## config.mk

```make
export PLATFORM = sky130hd
export DESIGN_NAME = mult_div_unit
export DESIGN_NICKNAME = d
export VERILOG_FILES = /design/src/rtl/mdu_pkg.sv /design/src/rtl/mdu_sign_fix.sv /design/src/rtl/mult_div_unit.sv
export SDC_FILE = /design/constraint.sdc
export NUM_CORES = 1
export LEC_CHECK = 0
export CORE_MARGIN = 5
export CORE_UTILIZATION = 54
export DETAILED_ROUTE_END_ITERATION = 8
export GPL_TIMING_DRIVEN = 0
export PLACE_DENSITY = 0.86
export SETUP_SLACK_MARGIN = 0.05
export SLEW_MARGIN = 10
export SYNTH_ARGS = -nofsm -noshare
export SYNTH_HDL_FRONTEND = slang
export SYNTH_SLANG_ARGS = --single-unit
```

## constraint.sdc

```tcl
create_clock -name clk -period 3.3 [get_ports clk]
set_clock_uncertainty 0.1 [all_clocks]
set_input_delay 0.99 -clock clk [delete_from_list [all_inputs] [get_ports clk]]
set_output_delay 0.99 -clock clk [all_outputs]
set_load 0.005 [all_outputs]
```

## src/rtl/mdu_pkg.sv

```systemverilog
// Shared definitions for the HI/LO multiply/divide unit: op encodings,
// FSM states and the iteration count.
package mdu_pkg;

    localparam int ITER = 32;

    localparam logic [2:0] OP_MULT  = 3'd0;
    localparam logic [2:0] OP_MULTU = 3'd1;
    localparam logic [2:0] OP_DIV   = 3'd2;
    localparam logic [2:0] OP_DIVU  = 3'd3;
    localparam logic [2:0] OP_MTHI  = 3'd4;
    localparam logic [2:0] OP_MTLO  = 3'd5;

    typedef enum logic [1:0] {
        S_IDLE = 2'd0,
        S_RUN  = 2'd1,
        S_FIX  = 2'd2
    } state_e;

endpackage

```

## src/rtl/mdu_sign_fix.sv

```systemverilog
// Combinational sign handling: operand magnitude extraction on entry and
// result negation on exit, shared by the multiply and divide paths.
module mdu_sign_fix #(
    parameter int WIDTH = 32
) (
    input  logic               signed_op,
    input  logic [WIDTH-1:0]   a_in,
    input  logic [WIDTH-1:0]   b_in,
    output logic [WIDTH-1:0]   mag_a,
    output logic [WIDTH-1:0]   mag_b,
    output logic               sign_a,
    output logic               sign_b,
    input  logic               is_div,
    input  logic               neg_lo,
    input  logic               neg_hi,
    input  logic [2*WIDTH-1:0] res_in,
    output logic [2*WIDTH-1:0] res_out
);

    assign sign_a = signed_op & a_in[WIDTH-1];
    assign sign_b = signed_op & b_in[WIDTH-1];
    assign mag_a  = sign_a ? -a_in : a_in;
    assign mag_b  = sign_b ? -b_in : b_in;

    // A product negates as one double-width value; quotient and remainder negate independently.
    always_comb begin
        res_out = res_in;
        if (is_div) begin
            res_out[2*WIDTH-1:WIDTH] = neg_hi ? -res_in[2*WIDTH-1:WIDTH] : res_in[2*WIDTH-1:WIDTH];
            res_out[WIDTH-1:0]       = neg_lo ? -res_in[WIDTH-1:0] : res_in[WIDTH-1:0];
        end else if (neg_lo) begin
            res_out = -res_in;
        end
    end

endmodule

```

## src/rtl/mult_div_unit.sv

```systemverilog
// Iterative HI/LO multiply/divide unit: one shift-add or restoring-subtract
// step per cycle, sign correction in a final FIX cycle.
module mult_div_unit
    import mdu_pkg::*;
#(
    parameter int WIDTH = 32
) (
    input  logic             clk,
    input  logic             rst,
    input  logic             start,
    input  logic [2:0]       op,
    input  logic [WIDTH-1:0] src_a,
    input  logic [WIDTH-1:0] src_b,
    output logic             busy,
    output logic             done,
    output logic [WIDTH-1:0] hi,
    output logic [WIDTH-1:0] lo
);

    localparam int CW = $clog2(ITER);

    state_e           state_q, state_d;
    logic [CW-1:0]    cnt_q, cnt_d;
    logic             busy_q, busy_d;
    logic             done_q, done_d;
    logic [WIDTH-1:0] hi_q, hi_d;
    logic [WIDTH-1:0] lo_q, lo_d;
    logic [WIDTH:0]   acc_q, acc_d;
    logic [WIDTH-1:0] shf_q, shf_d;
    logic [WIDTH-1:0] opd_q, opd_d;
    logic [WIDTH-1:0] raw_a_q, raw_a_d;
    logic             is_div_q, is_div_d;
    logic             neg_lo_q, neg_lo_d;
    logic             neg_hi_q, neg_hi_d;
    logic             div_zero_q, div_zero_d;

    logic [WIDTH-1:0]   mag_a, mag_b;
    logic               sign_a, sign_b;
    logic [2*WIDTH-1:0] fixed_res;
    logic [WIDTH:0]     mul_sum;
    logic [WIDTH:0]     div_shift;
    logic               div_ge;

    mdu_sign_fix #(.WIDTH(WIDTH)) u_sign_fix (
        .signed_op (~op[2] & ~op[0]),
        .a_in      (src_a),
        .b_in      (src_b),
        .mag_a     (mag_a),
        .mag_b     (mag_b),
        .sign_a    (sign_a),
        .sign_b    (sign_b),
        .is_div    (is_div_q),
        .neg_lo    (neg_lo_q),
        .neg_hi    (neg_hi_q),
        .res_in    ({acc_q[WIDTH-1:0], shf_q}),
        .res_out   (fixed_res)
    );

    // acc holds the running high word / partial remainder, shf the multiplier / dividend-quotient.
    assign mul_sum   = shf_q[0] ? (acc_q + {1'b0, opd_q}) : acc_q;
    assign div_shift = {acc_q[WIDTH-1:0], shf_q[WIDTH-1]};
    assign div_ge    = div_shift >= {1'b0, opd_q};

    always_comb begin
        state_d    = state_q;
        cnt_d      = cnt_q;
        busy_d     = busy_q;
        done_d     = 1'b0;
        hi_d       = hi_q;
        lo_d       = lo_q;
        acc_d      = acc_q;
        shf_d      = shf_q;
        opd_d      = opd_q;
        raw_a_d    = raw_a_q;
        is_div_d   = is_div_q;
        neg_lo_d   = neg_lo_q;
        neg_hi_d   = neg_hi_q;
        div_zero_d = div_zero_q;
        unique case (state_q)
            S_IDLE: begin
                if (start) begin
                    if (op <= OP_DIVU) begin
                        state_d    = S_RUN;
                        busy_d     = 1'b1;
                        cnt_d      = '0;
                        acc_d      = '0;
                        raw_a_d    = src_a;
                        is_div_d   = op[1];
                        neg_lo_d   = sign_a ^ sign_b;
                        neg_hi_d   = sign_a;
                        div_zero_d = (src_b == '0);
                        shf_d      = op[1] ? mag_a : mag_b;
                        opd_d      = op[1] ? mag_b : mag_a;
                    end else if (op == OP_MTHI) begin
                        hi_d = src_a;
                    end else if (op == OP_MTLO) begin
                        lo_d = src_a;
                    end
                end
            end
            S_RUN: begin
                if (is_div_q) begin
                    acc_d = div_ge ? (div_shift - {1'b0, opd_q}) : div_shift;
                    shf_d = {shf_q[WIDTH-2:0], div_ge};
                end else begin
                    acc_d = {1'b0, mul_sum[WIDTH:1]};
                    shf_d = {mul_sum[0], shf_q[WIDTH-1:1]};
                end
                cnt_d = cnt_q + CW'(1);
                if (cnt_q == CW'(ITER - 1)) begin
                    state_d = S_FIX;
                end
            end
            S_FIX: begin
                state_d = S_IDLE;
                busy_d  = 1'b0;
                done_d  = 1'b1;
                cnt_d   = '0;
                // Divide by zero reports the original dividend untouched by sign correction.
                if (is_div_q && div_zero_q) begin
                    hi_d = raw_a_q;
                    lo_d = '1;
                end else begin
                    hi_d = fixed_res[2*WIDTH-1:WIDTH];
                    lo_d = fixed_res[WIDTH-1:0];
                end
            end
            default: state_d = S_IDLE;
        endcase
    end

    always_ff @(posedge clk) begin
        if (rst) begin
            state_q    <= S_IDLE;
            cnt_q      <= '0;
            busy_q     <= 1'b0;
            done_q     <= 1'b0;
            hi_q       <= '0;
            lo_q       <= '0;
            acc_q      <= '0;
            shf_q      <= '0;
            opd_q      <= '0;
            raw_a_q    <= '0;
            is_div_q   <= 1'b0;
            neg_lo_q   <= 1'b0;
            neg_hi_q   <= 1'b0;
            div_zero_q <= 1'b0;
        end else begin
            state_q    <= state_d;
            cnt_q      <= cnt_d;
            busy_q     <= busy_d;
            done_q     <= done_d;
            hi_q       <= hi_d;
            lo_q       <= lo_d;
            acc_q      <= acc_d;
            shf_q      <= shf_d;
            opd_q      <= opd_d;
            raw_a_q    <= raw_a_d;
            is_div_q   <= is_div_d;
            neg_lo_q   <= neg_lo_d;
            neg_hi_q   <= neg_hi_d;
            div_zero_q <= div_zero_d;
        end
    end

    assign busy = busy_q;
    assign done = done_q;
    assign hi   = hi_q;
    assign lo   = lo_q;

endmodule

```

==> results of run 1 <==
==> routing by layer <==
layer / vias up / global-route usage / part of all wire
li1: 8613 / - / -
met1: 9267 / 0.5519 / 0.37
met2: 1430 / 0.6515 / 0.43
met3: 367 / 0.09289 / 0.12
met4: 2 / 0.2733 / 0.084
met5: - / 0 / 0.00017
==> what timing repair did <==
| action | in CTS | in global routing |
|---|---|---|
| cloned | 0 | 0 |
| resized for setup | 184 | 165 |
| hold buffers | 0 | 0 |
| endpoints found under the setup margin | 133 | 113 |
| pin swaps | 52 | 83 |
| buffers inserted | 42 | 40 |
==> cells by family (layout without fill, tap and decap cells) <==
family	count (synthesis)	count (layout)	share of synthesized area
flip-flops	206	206	0.2500
multiplexers	79	79	0.04953
adder cells (fa/ha/maj)	75	75	0.05779
buffers and inverters	239	479	0.05597
XOR/XNOR	172	172	0.09132
AND/OR/NAND/NOR	786	786	0.2208
AO/OA/AOI/OAI	713	713	0.2746
==> power by group through the flow <==
stage	registers, mW	logic (mW)	clock network [mW]
finish	2.72	2.30	2.91
CTS	2.71	2.06	2.89
global route	2.72	2.40	3.00
detailed placement	2.76	1.87	0
floorplan	2.71	1.20	0
global placement	2.76	1.85	0
==> registers in the layout, indices dropped and copies added (netlist names), 2 cells and up <==
signal	flops
shf_q	32
lo	32
hi	32
opd_q	32
state_q	2
acc_q	33
cnt_q	5
raw_a_q	32
==> cell type report <==
type / count / share of cell area
buffer: 165 / 0.03415
clock buffer: 27 / 0.03026
clock inverter: 16 / 0.01007
inverter: 67 / 0.01216
multi-input combinational: 1825 / 0.6002
sequential: 206 / 0.2008
tap: 396 / 0.02373
timing repair buffer: 204 / 0.08868
==> worst max path at each step <==
| stage | from | end | slack [ns] |
|---|---|---|---|
| 3_3_place_gp | src_b[0] | opd_q[30] | -1.61 |
| 2_1_floorplan | src_a[7] | shf_q[27] | 0.05 |
| 6_report | shf_q[31] | acc_q[30] | -0.11 |
| 3_5_place_dp | src_b[0] | opd_q[30] | -1.58 |
| 5_1_grt | shf_q[31] | acc_q[30] | -0.15 |
| 4_1_cts | shf_q[31] | acc_q[30] | -0.11 |
==> metrics by stage <==
stage	worst slack, ns	instance area (um2)	power (mW)
2_1_floorplan	0.05392	16550	3.913
3_3_place_gp	-1.610	18280	4.608
3_5_place_dp	-1.579	18280	4.629
4_1_cts	-0.1052	20050	7.668
5_1_grt	-0.1514	20880	8.130
6_report	-0.1099	20880	7.940
==> placed cells by master (no fill, tap or decap), types with 23 or more instances in the layout <==
master,Yosys,layout
mux2i_1,58,56
xor2_1,69,53
nor3_1,66,61
inv_1,65,58
clkdlybuf4s50_1,0,96
ha_1,73,64
o221ai_1,23,23
a211oi_1,89,77
clkbuf_1,152,126
dfxtp_1,206,173
clkbuf_16,0,24
o21ai_0,117,99
a21o_1,36,36
nand2_1,280,280
nor2_1,242,236
a21oi_1,251,233
xnor2_1,103,93
a31oi_1,27,25
nand3_1,29,24
buf_4,2,75
==> worst max-delay path, cell delays in order (launching register included) <==
cell and delay (ns):
dfxtp_4 0.36, inv_4 0.06, ha_4 0.13, inv_2 0.04, fa_2 0.36, a21o_1 0.20
a221o_1 0.39, a221oi_4 0.34, a22oi_2 0.15, a221o_1 0.39, a221oi_2 0.29, xnor2_1 0.15
mux2i_1 0.10, a311oi_1 0.26
==> flow_metrics.env, run 1 <==
export IMPL_detail_route_vias_per_cell=6.772
export IMPL_async_flop_share=0
export IMPL_synth_area_top_cells="dfxtp_1 (25%), a21oi_1 (7.6%), nand2_1 (6.4%), ha_1 (5.5%), nor2_1 (5.5%)"
export IMPL_holdPathEnd="raw_a_q[11]"
export IMPL_cp_start_kind="flip-flop"
export IMPL_wl_per_cell_um=26.63
export IMPL_setup_slack_ns=-0.1099
export IMPL_io_buffer_count=124
export IMPL_hold_violations=0
export IMPL_r2r_end="acc_q[30]"
export IMPL_overflow=0
export IMPL_insertion_delay_ns=0.56
export IMPL_cts_tree="done"
export IMPL_ys_warn_count=0
export IMPL_hp_class="reg2reg"
export IMPL_syn_inst=2270
export IMPL_io_pins=136
export IMPL_root_buffer="clkbuf_16"
export IMPL_reg2reg_depth=13
export IMPL_violations="negative setup slack"
export IMPL_yosys_most_used_dff="dfxtp_1"
export IMPL_hpwl_um=58060
export IMPL_vias=19680
export IMPL_grt_pass1_vias=18240
export IMPL_min_from="raw_a_q[11]"
export IMPL_synth_edf_count=0
export IMPL_worstPathMaxFanout=4
export IMPL_cp_data_required_time_ns=3.66
export IMPL_finalMaxSlewViolations=0
export IMPL_drtPass1Iterations=8
export IMPL_drive_above_1_share=0.1618
export IMPL_antenna_found_initial=1
export IMPL_clk_path_buf_depth=3
export IMPL_fin_cells=2906
export IMPL_hold_depth=2
export IMPL_initialDrtViolationCount=2738
export IMPL_p_leak_nw=7.968
export IMPL_initial_utilization=0.5436
export IMPL_place_inst=2790
export IMPL_seq_area_frac_synth=0.2500
export IMPL_min_period_ns=3.410
export IMPL_netSwitchingFraction=0.3499
export IMPL_place_congestion=1.067
export IMPL_final_net_count=2638
export IMPL_fin_util=0.6881
export IMPL_wl_um=77370
export IMPL_multi_input_area_um2=12530
export IMPL_yosys_area_top_type="dfxtp_1"
export IMPL_rows=64
export IMPL_fillers=2544
export IMPL_rsz0062_at_grt="true"
export IMPL_antenna_cells=0
export IMPL_globalRouteTotalUtil=0.4286
export IMPL_tns_ns=-0.1928
export IMPL_ant_nets=0
export IMPL_reg2reg_from="shf_q[31]"
export IMPL_yosysTopAreaCellShare=0.2500
export IMPL_grt_pass1_wl_um=111700
export IMPL_die_area_um2=34150
export IMPL_synth_most_common_cell="nand2_1"
export IMPL_cts_buffers=24
export IMPL_path_clk_slew_ns=0.07
export IMPL_fp_dieW_um=184.8
export IMPL_worstSetupPathType="reg2reg"
export IMPL_h_tree_depth=1
export IMPL_p_per_area_nw_per_um2=380.2
export IMPL_critical_path_arrival_ns=3.77
export IMPL_ys_types=77
export IMPL_syn_avg_cell_area_um2=7.267
export IMPL_grt_max_degree=15
export IMPL_clock_power_share=0.367
export IMPL_maxCapViolCount=0
export IMPL_seq_area_um2=4193
export IMPL_combPwrFrac=0.290
export IMPL_max_slew_margin_rel=0.2836
export IMPL_intPower_mw=5.162
export IMPL_rrSetupSlack_ns=-0.11
export IMPL_crit_path_end_kind="flip-flop"
export IMPL_seqPwrFrac=0.343
export IMPL_outcome="complete, but fails checks"
export IMPL_core_um2=30350
export IMPL_ir_drop_mv=0.3638
export IMPL_clock_sinks=206
export IMPL_power_switching_mw=2.778
export IMPL_finalSetupViolations=4
export IMPL_maxClockFrequency_mhz=293.3
export IMPL_post_route_period_util=1.033
export IMPL_worst_pin_slew_ns=1.066
export IMPL_holdWs_ns=0.3542
export IMPL_die_y_um=184.8
export IMPL_areaGrowthSynthToFinish_pct=26.58
export IMPL_synth_area_um2=16500
export IMPL_drc=0
export IMPL_ys_top_cells_by_count="nand2_1 (280), a21oi_1 (251), nor2_1 (242), dfxtp_1 (206), clkbuf_1 (152)"
export IMPL_yosys_register_bits=206
export IMPL_syn_num_nets=2415
Power figures use the tool's default switching activity.
==> run 2, diff against run 1 <==
ABC_CLOCK_PERIOD_IN_PS = 3300   (was not set)
==> results of run 2 <==
Final layout, timing and power as in run 1 (identical DEF).
